[src/rtl/ram_arb_pkg.sv]
// ram_arb_pkg: definitions shared by the two-client RAM arbiter.
//   num_clients : number of requesting clients (fixed at 2)
//   state_t     : arbiter FSM states (INIT = zero-fill sweep, RUN = arbitrate)
package ram_arb_pkg;

    localparam int num_clients = 2;

    typedef enum logic {
        INIT = 1'b0,
        RUN  = 1'b1
    } state_t;

endpackage

[src/rtl/ram_arb_rr.sv]
// ram_arb_rr: 2-way round-robin grant with a one-bit priority pointer.
// Ports:
//   clk_i, reset_i : clock, asynchronous active-high reset (pointer -> client 0)
//   en_i           : grant enable; no grant is issued while low
//   elig_i         : per-client eligibility
//   gnt_o          : one-hot grant, or zero
module ram_arb_rr
    import ram_arb_pkg::*;
(
    input  logic                   clk_i,
    input  logic                   reset_i,
    input  logic                   en_i,
    input  logic [num_clients-1:0] elig_i,
    output logic [num_clients-1:0] gnt_o
);

    logic ptr_q;

    always_comb begin
        gnt_o = '0;
        if (en_i) begin
            if (elig_i[ptr_q]) begin
                gnt_o[ptr_q] = 1'b1;
            end else if (elig_i[~ptr_q]) begin
                gnt_o[~ptr_q] = 1'b1;
            end
        end
    end

    // After a grant the client that was not served becomes favoured.
    always_ff @(posedge clk_i or posedge reset_i) begin
        if (reset_i) begin
            ptr_q <= 1'b0;
        end else if (|gnt_o) begin
            ptr_q <= ~gnt_o[1];
        end
    end

endmodule

[src/rtl/ram_arb.sv]
// ram_arb: arbitrates two clients onto one RAM write port and one RAM read
// port, and holds one read-response slot per client.
// Optional feature: define RAM_ARB_INIT_EN to zero-fill the whole RAM after
// reset (busy_o high, requests held off) before arbitration starts.
// Ports:
//   clk_i, reset_i              : clock, asynchronous active-high reset
//   req_valid_i/req_ready_o     : per-client request handshake
//   req_we_i                    : per-client op (1 = write, 0 = read)
//   req_addr_i, req_data_i      : per-client address / write data (client k in slice k)
//   rsp_valid_o/rsp_ready_i     : per-client read-response handshake
//   rsp_data_o                  : per-client read data
//   ram_wr_valid_o/addr_o/data_o: RAM write port
//   ram_rd_valid_o/addr_o       : RAM read port
//   ram_rd_data_i               : registered RAM read data (cycle after ram_rd_valid_o)
//   busy_o                      : high while the init sweep runs
//
// state | meaning
// INIT  | writing zero to one address per cycle, no grants
// RUN   | round-robin arbitration of client requests
module ram_arb
    import ram_arb_pkg::*;
#(
    parameter int  width_p = 8,
    parameter int  depth_p = 512,
    localparam int aw      = $clog2(depth_p)
) (
    input  logic                           clk_i,
    input  logic                           reset_i,
    input  logic [num_clients-1:0]         req_valid_i,
    output logic [num_clients-1:0]         req_ready_o,
    input  logic [num_clients-1:0]         req_we_i,
    input  logic [num_clients*aw-1:0]      req_addr_i,
    input  logic [num_clients*width_p-1:0] req_data_i,
    output logic [num_clients-1:0]         rsp_valid_o,
    input  logic [num_clients-1:0]         rsp_ready_i,
    output logic [num_clients*width_p-1:0] rsp_data_o,
    output logic                           ram_wr_valid_o,
    output logic [aw-1:0]                  ram_wr_addr_o,
    output logic [width_p-1:0]             ram_wr_data_o,
    output logic                           ram_rd_valid_o,
    output logic [aw-1:0]                  ram_rd_addr_o,
    input  logic [width_p-1:0]             ram_rd_data_i,
    output logic                           busy_o
);

    state_t                   state_q;
    logic [aw-1:0]            init_addr;
    logic [num_clients-1:0]   elig;
    logic [num_clients-1:0]   gnt;
    logic [num_clients-1:0]   rd_pend_q;
    logic [num_clients-1:0]   slot_v_q;
    logic [width_p-1:0]       slot_d_q [num_clients];
    logic                     run;
    logic                     sel;
    logic                     gnt_wr;
    logic                     gnt_rd;
    logic [aw-1:0]            sel_addr;
    logic [width_p-1:0]       sel_data;

`ifdef RAM_ARB_INIT_EN
    state_t        state_d;
    logic [aw-1:0] init_addr_q;

    always_ff @(posedge clk_i or posedge reset_i) begin
        if (reset_i) begin
            state_q     <= INIT;
            init_addr_q <= '0;
        end else begin
            state_q <= state_d;
            if (state_q == INIT) begin
                init_addr_q <= init_addr_q + aw'(1);
            end
        end
    end

    always_comb begin
        state_d = state_q;
        if (state_q == INIT && init_addr_q == aw'(depth_p - 1)) begin
            state_d = RUN;
        end
    end

    assign init_addr = init_addr_q;
    assign busy_o    = (state_q == INIT);
`else
    assign state_q   = RUN;
    assign init_addr = '0;
    assign busy_o    = 1'b0;
`endif

    assign run = (state_q == RUN) && !reset_i;

    // A read may only be granted when its slot is free by the next edge and no
    // earlier read is still on its way into the slot; otherwise the arriving
    // word would overwrite a response the client has not taken yet.
    always_comb begin
        elig = '0;
        for (int k = 0; k < num_clients; k++) begin
            elig[k] = req_valid_i[k] &
                      (req_we_i[k] | (~rd_pend_q[k] & (~slot_v_q[k] | rsp_ready_i[k])));
        end
    end

    ram_arb_rr u_rr (
        .clk_i   (clk_i),
        .reset_i (reset_i),
        .en_i    (run),
        .elig_i  (elig),
        .gnt_o   (gnt)
    );

    assign req_ready_o = gnt;
    assign sel         = gnt[1];
    assign sel_addr    = sel ? req_addr_i[2*aw-1:aw] : req_addr_i[aw-1:0];
    assign sel_data    = sel ? req_data_i[2*width_p-1:width_p] : req_data_i[width_p-1:0];
    assign gnt_wr      = |(gnt & req_we_i);
    assign gnt_rd      = |(gnt & ~req_we_i);

    always_comb begin
        ram_wr_valid_o = gnt_wr;
        ram_wr_addr_o  = sel_addr;
        ram_wr_data_o  = sel_data;
        if (state_q == INIT && !reset_i) begin
            ram_wr_valid_o = 1'b1;
            ram_wr_addr_o  = init_addr;
            ram_wr_data_o  = '0;
        end
    end

    assign ram_rd_valid_o = gnt_rd;
    assign ram_rd_addr_o  = sel_addr;

    // rd_pend marks the cycle the RAM word is on ram_rd_data_i; a fill wins
    // over an accept on the same edge.
    always_ff @(posedge clk_i or posedge reset_i) begin
        if (reset_i) begin
            rd_pend_q <= '0;
            slot_v_q  <= '0;
            for (int k = 0; k < num_clients; k++) begin
                slot_d_q[k] <= '0;
            end
        end else begin
            rd_pend_q <= gnt & ~req_we_i;
            for (int k = 0; k < num_clients; k++) begin
                if (rd_pend_q[k]) begin
                    slot_v_q[k] <= 1'b1;
                    slot_d_q[k] <= ram_rd_data_i;
                end else if (rsp_ready_i[k]) begin
                    slot_v_q[k] <= 1'b0;
                end
            end
        end
    end

    assign rsp_valid_o = slot_v_q;
    assign rsp_data_o  = {slot_d_q[1], slot_d_q[0]};

endmodule

[config.mk]
export PLATFORM = sky130hd
export DESIGN_NAME = ram_arb
export DESIGN_NICKNAME = d
export VERILOG_FILES = /design/src/rtl/ram_arb_pkg.sv /design/src/rtl/ram_arb_rr.sv /design/src/rtl/ram_arb.sv
export SDC_FILE = /design/constraint.sdc
export NUM_CORES = 1
export LEC_CHECK = 0
export BUFFER_PORTS_ARGS = -buffer_cell sky130_fd_sc_hd__buf_2
export CAP_MARGIN = 30
export CORE_MARGIN = 4
export CORE_UTILIZATION = 41
export DETAILED_ROUTE_END_ITERATION = 16
export PLACE_DENSITY = 0.85
export SYNTH_ARGS = -nofsm -noshare
export SYNTH_HDL_FRONTEND = slang
export SYNTH_SLANG_ARGS = --single-unit
[constraint.sdc]
create_clock -name clk_i -period 4.34 [get_ports clk_i]
set_clock_uncertainty 0.2 [all_clocks]
set_input_delay 0.434 -clock clk_i [delete_from_list [all_inputs] [get_ports clk_i]]
set_output_delay 0.434 -clock clk_i [all_outputs]
set_load 0.1 [all_outputs]
==> qor.yml <==
logic_synthesis:
  synth_top_family_by_area: "multiplexers"
  synth.net_count: 141
  netlist_area_um2: 1160
  synth_compound_area_frac: 0.0549
  synthMuxAreaShare: 0.320
  ys_top_cells_by_area: "dfrtp_1, mux2_2, buf_4, buf_6, inv_1"
  ys_warn_count: 0
  synthAdderAreaFrac: 0
  synth_top_cell_area_share: 0.452
  synth_cells: 91
  synth.largest_area_cell: "dfrtp_1"
  avgSynthCellArea_um2: 12.8
  ys_ff_latch: 21
  synth-seq-area-share: 0.452
  synthSimpleGateAreaFrac: 0.0506
  synth-xor-area-share: 0
  yosysUniqueCellTypes: 23
flow_run:
  drv_cap: 0
worst_setup_path:
  cpMaxStageDelayCell: "dfrtp_1"
  path_delay_family: "flip-flops"
  r2r_cells: 3
  worst_r2r_endpoint: "rd_pend_q[1]"
  crit_type: "register to output port"
  path_cells: "a2111o_1 > nand3_2 > mux2_2 > buf_2"
  cp-start-kind: "register"
  r2r_start: "rd_pend_q[0]"
  rrSetupSlack_ns: 2.59
  cpPeakStageDelay_ns: 0.55
  path_depth: 4
  required_ns: 3.71
  critPathArrivalTime_ns: 2.36
  critPathMaxFanout: 20
  worstSetupEndpointType: "output port"
  critical_path_buf_inv_count: 1
clock_network:
  cts_buffer_depth: 2
  cts_max_level: 1
  cts.sinks: 21
  clk-insertion-delay-late_ns: 0.29
  numCtsBuffers: 3
  cts_hold_buf: 0
  cts_root_buf: "clkbuf_4"
  cts.reportedPaths.clkPinSlew_ns: 0.10
  cts_tree: "yes"
  cts_resized: 0
  cts_setup_buffers: 0
pwr:
  ir_worst_vdd_uv: 638
  power_density_nw_per_um2: 679
  seqPwrFrac: 0.249
  p_comb_frac: 0.670
  power.leakage_nw: 0.882
  clkPwrFrac: 0.081
  switching_share: 0.632
  net-switching-power_w: 0.000687
  p_int_w: 0.000400
  report.power.total_w: 0.00109
final_layout:
  register_area_um2: 526
  drive_above_1_share: 0.770
  nets: 229
  area_delta_synth_final_pct: 37.7
  num_antenna_cells: 0
  fillers: 241
  multiInputGateArea_um2: 505
die:
  fp-row-count: 19
  die_x_um: 61.2
  die-area_um2: 3750
  ios: 99
  core_area_um2: 2730
  initial_core_util: 0.425
  die_h_um: 61.2
grt:
  grt_pass1_wl_mm: 4.07
  antenna_found_initial: 0
  grt.total_usage: 0.144
  overflow: 0
  grt_pass1_vias: 1016
  grt_max_degree: 22
timing:
  setup_viol: 0
  hold_viol_final: 0
  max_freq_ghz: 0.334
  period_share: 0.689
  tns_ns: 0
  slew_viol_final: 0
  rsz0062_at_grt: "no"
  maxSlewHeadroom: 0.504
  min_period_ns: 2.99
  tightest_slew_ns: 0.744
run_status:
  status: "finished clean"
placement:
  hpwlAfterDp_mm: 2.33
  port_buffers: 97
  gp_congestion: 0.695
route:
  remaining_drc_errors: 0
  drt_wl_total_mm: 2.69
  route.vias.total: 1018
  vias_per_cell: 4.87
  routedWlPerCell_um: 12.9
  firstDrtPassIters: 4
  postRouteAntennaNets: 0
  initialDrtViolationCount: 8
worst_hold_path:
  worstHoldPathType: "input pin to async pin"
## cells in the final DEF (no fill, tap or decap)
| cell type | Yosys | final |
|---|---|---|
| o2bb2ai_1 | 1 | 1 |
| mux2_1 | 1 | 1 |
| a21oi_1 | 1 | 1 |
| nor3b_1 | 1 | 1 |
| inv_1 | 5 | 5 |
| nand2_1 | 1 | 1 |
| a21o_1 | 1 | 1 |
| buf_2 | 0 | 97 |
| nor3_1 | 1 | 1 |
| o21ai_1 | 0 | 1 |
| or2_2 | 1 | 1 |
| dfrtp_1 | 21 | 21 |
| conb_1 | 1 | 1 |
| and2b_2 | 2 | 2 |
| o32ai_2 | 0 | 1 |
| clkbuf_1 | 0 | 1 |
| a311o_1 | 1 | 1 |
| a2111o_1 | 1 | 1 |
| nand3_1 | 1 | 1 |
| nor2_1 | 1 | 1 |
| mux2_2 | 32 | 32 |
| clkbuf_4 | 0 | 3 |
| o21bai_1 | 1 | 1 |
| nand3_2 | 1 | 1 |
## cell usage after synthesis, drive strengths merged
| cell type | instances |
|---|---|
| a21o | 1 |
| nor2 | 1 |
| a2111o | 1 |
| buf | 14 |
| nand2 | 1 |
| nor3b | 1 |
| o32ai | 1 |
| mux2 | 33 |
| or2 | 1 |
| conb | 1 |
| o21ai | 1 |
| nor3 | 1 |
| dfrtp | 21 |
| a311o | 1 |
| o21bai | 1 |
| a21oi | 1 |
| inv | 5 |
| o2bb2ai | 1 |
| nand3 | 2 |
| and2b | 2 |
## metal layers
layer  GRT usage  up-vias  share of wire
li1            -      484              -
met1       0.163      468           0.37
met2       0.267       64           0.50
met3      0.0294        2           0.13
met4      0.0464        0         0.0045
met5           0        -              0
## flip-flops by register name, summed over array words and instances, names as in the netlist
name,cells
rsp_valid_o,2
rd_pend_q,2
rsp_data_o,16
u_rr.ptr_q,1
## area by class of cell
cell class,count,share of cell area
clock buffer,4,0.0164
inverter,5,0.0117
multi-input combinational,51,0.316
sequential,21,0.328
tap,31,0.0242
timing repair buffer,97,0.303
## kinds of logic after synthesis
kind of cell,count (synthesis)
flops,21
compound gates,8
mux,33
simple gates,9
other cells,1
buf+inv,19
## through the flow
stage | cell area (µm²) | cells | hold WS (ns) | utilization | worst slack (ns)
detailed placement | 1570 | 205 | 0.291 | 0.576 | 1.50
global placement | 1570 | 205 | 0.284 | 0.576 | 1.53
finish | 1600 | 209 | 0.0853 | 0.585 | 1.35
floorplan | 1170 | 91 | 0.211 | - | 0.552
global route | 1600 | 209 | 0.118 | 0.585 | 1.19
CTS | 1600 | 209 | 0.115 | 0.585 | 1.31
## worst max path at each step
stage / endpoint / slack [ns] / startpoint
final: ram_rd_addr_o[3] / 1.35 / rd_pend_q[0]
after global routing: ram_rd_addr_o[0] / 1.19 / rd_pend_q[1]
after CTS: ram_rd_addr_o[3] / 1.31 / rd_pend_q[1]
after detailed placement: ram_rd_addr_o[3] / 1.50 / rsp_ready_i[1]
after global placement: ram_rd_addr_o[3] / 1.53 / rsp_ready_i[1]
after floorplan: req_ready_o[0] / 0.55 / rsp_valid_o[1]
## power groups by stage
stage	combinational (W)	sequential, W	clock, W
after floorplan	0.000294	0.000622	0
after global placement	0.000729	0.000273	0
after detailed placement	0.000733	0.000276	0
after CTS	0.000734	0.000272	0.0000915
after global routing	0.000753	0.000278	0.0000993
final	0.000729	0.000271	0.0000876
(Power assumes the default switching activity.)
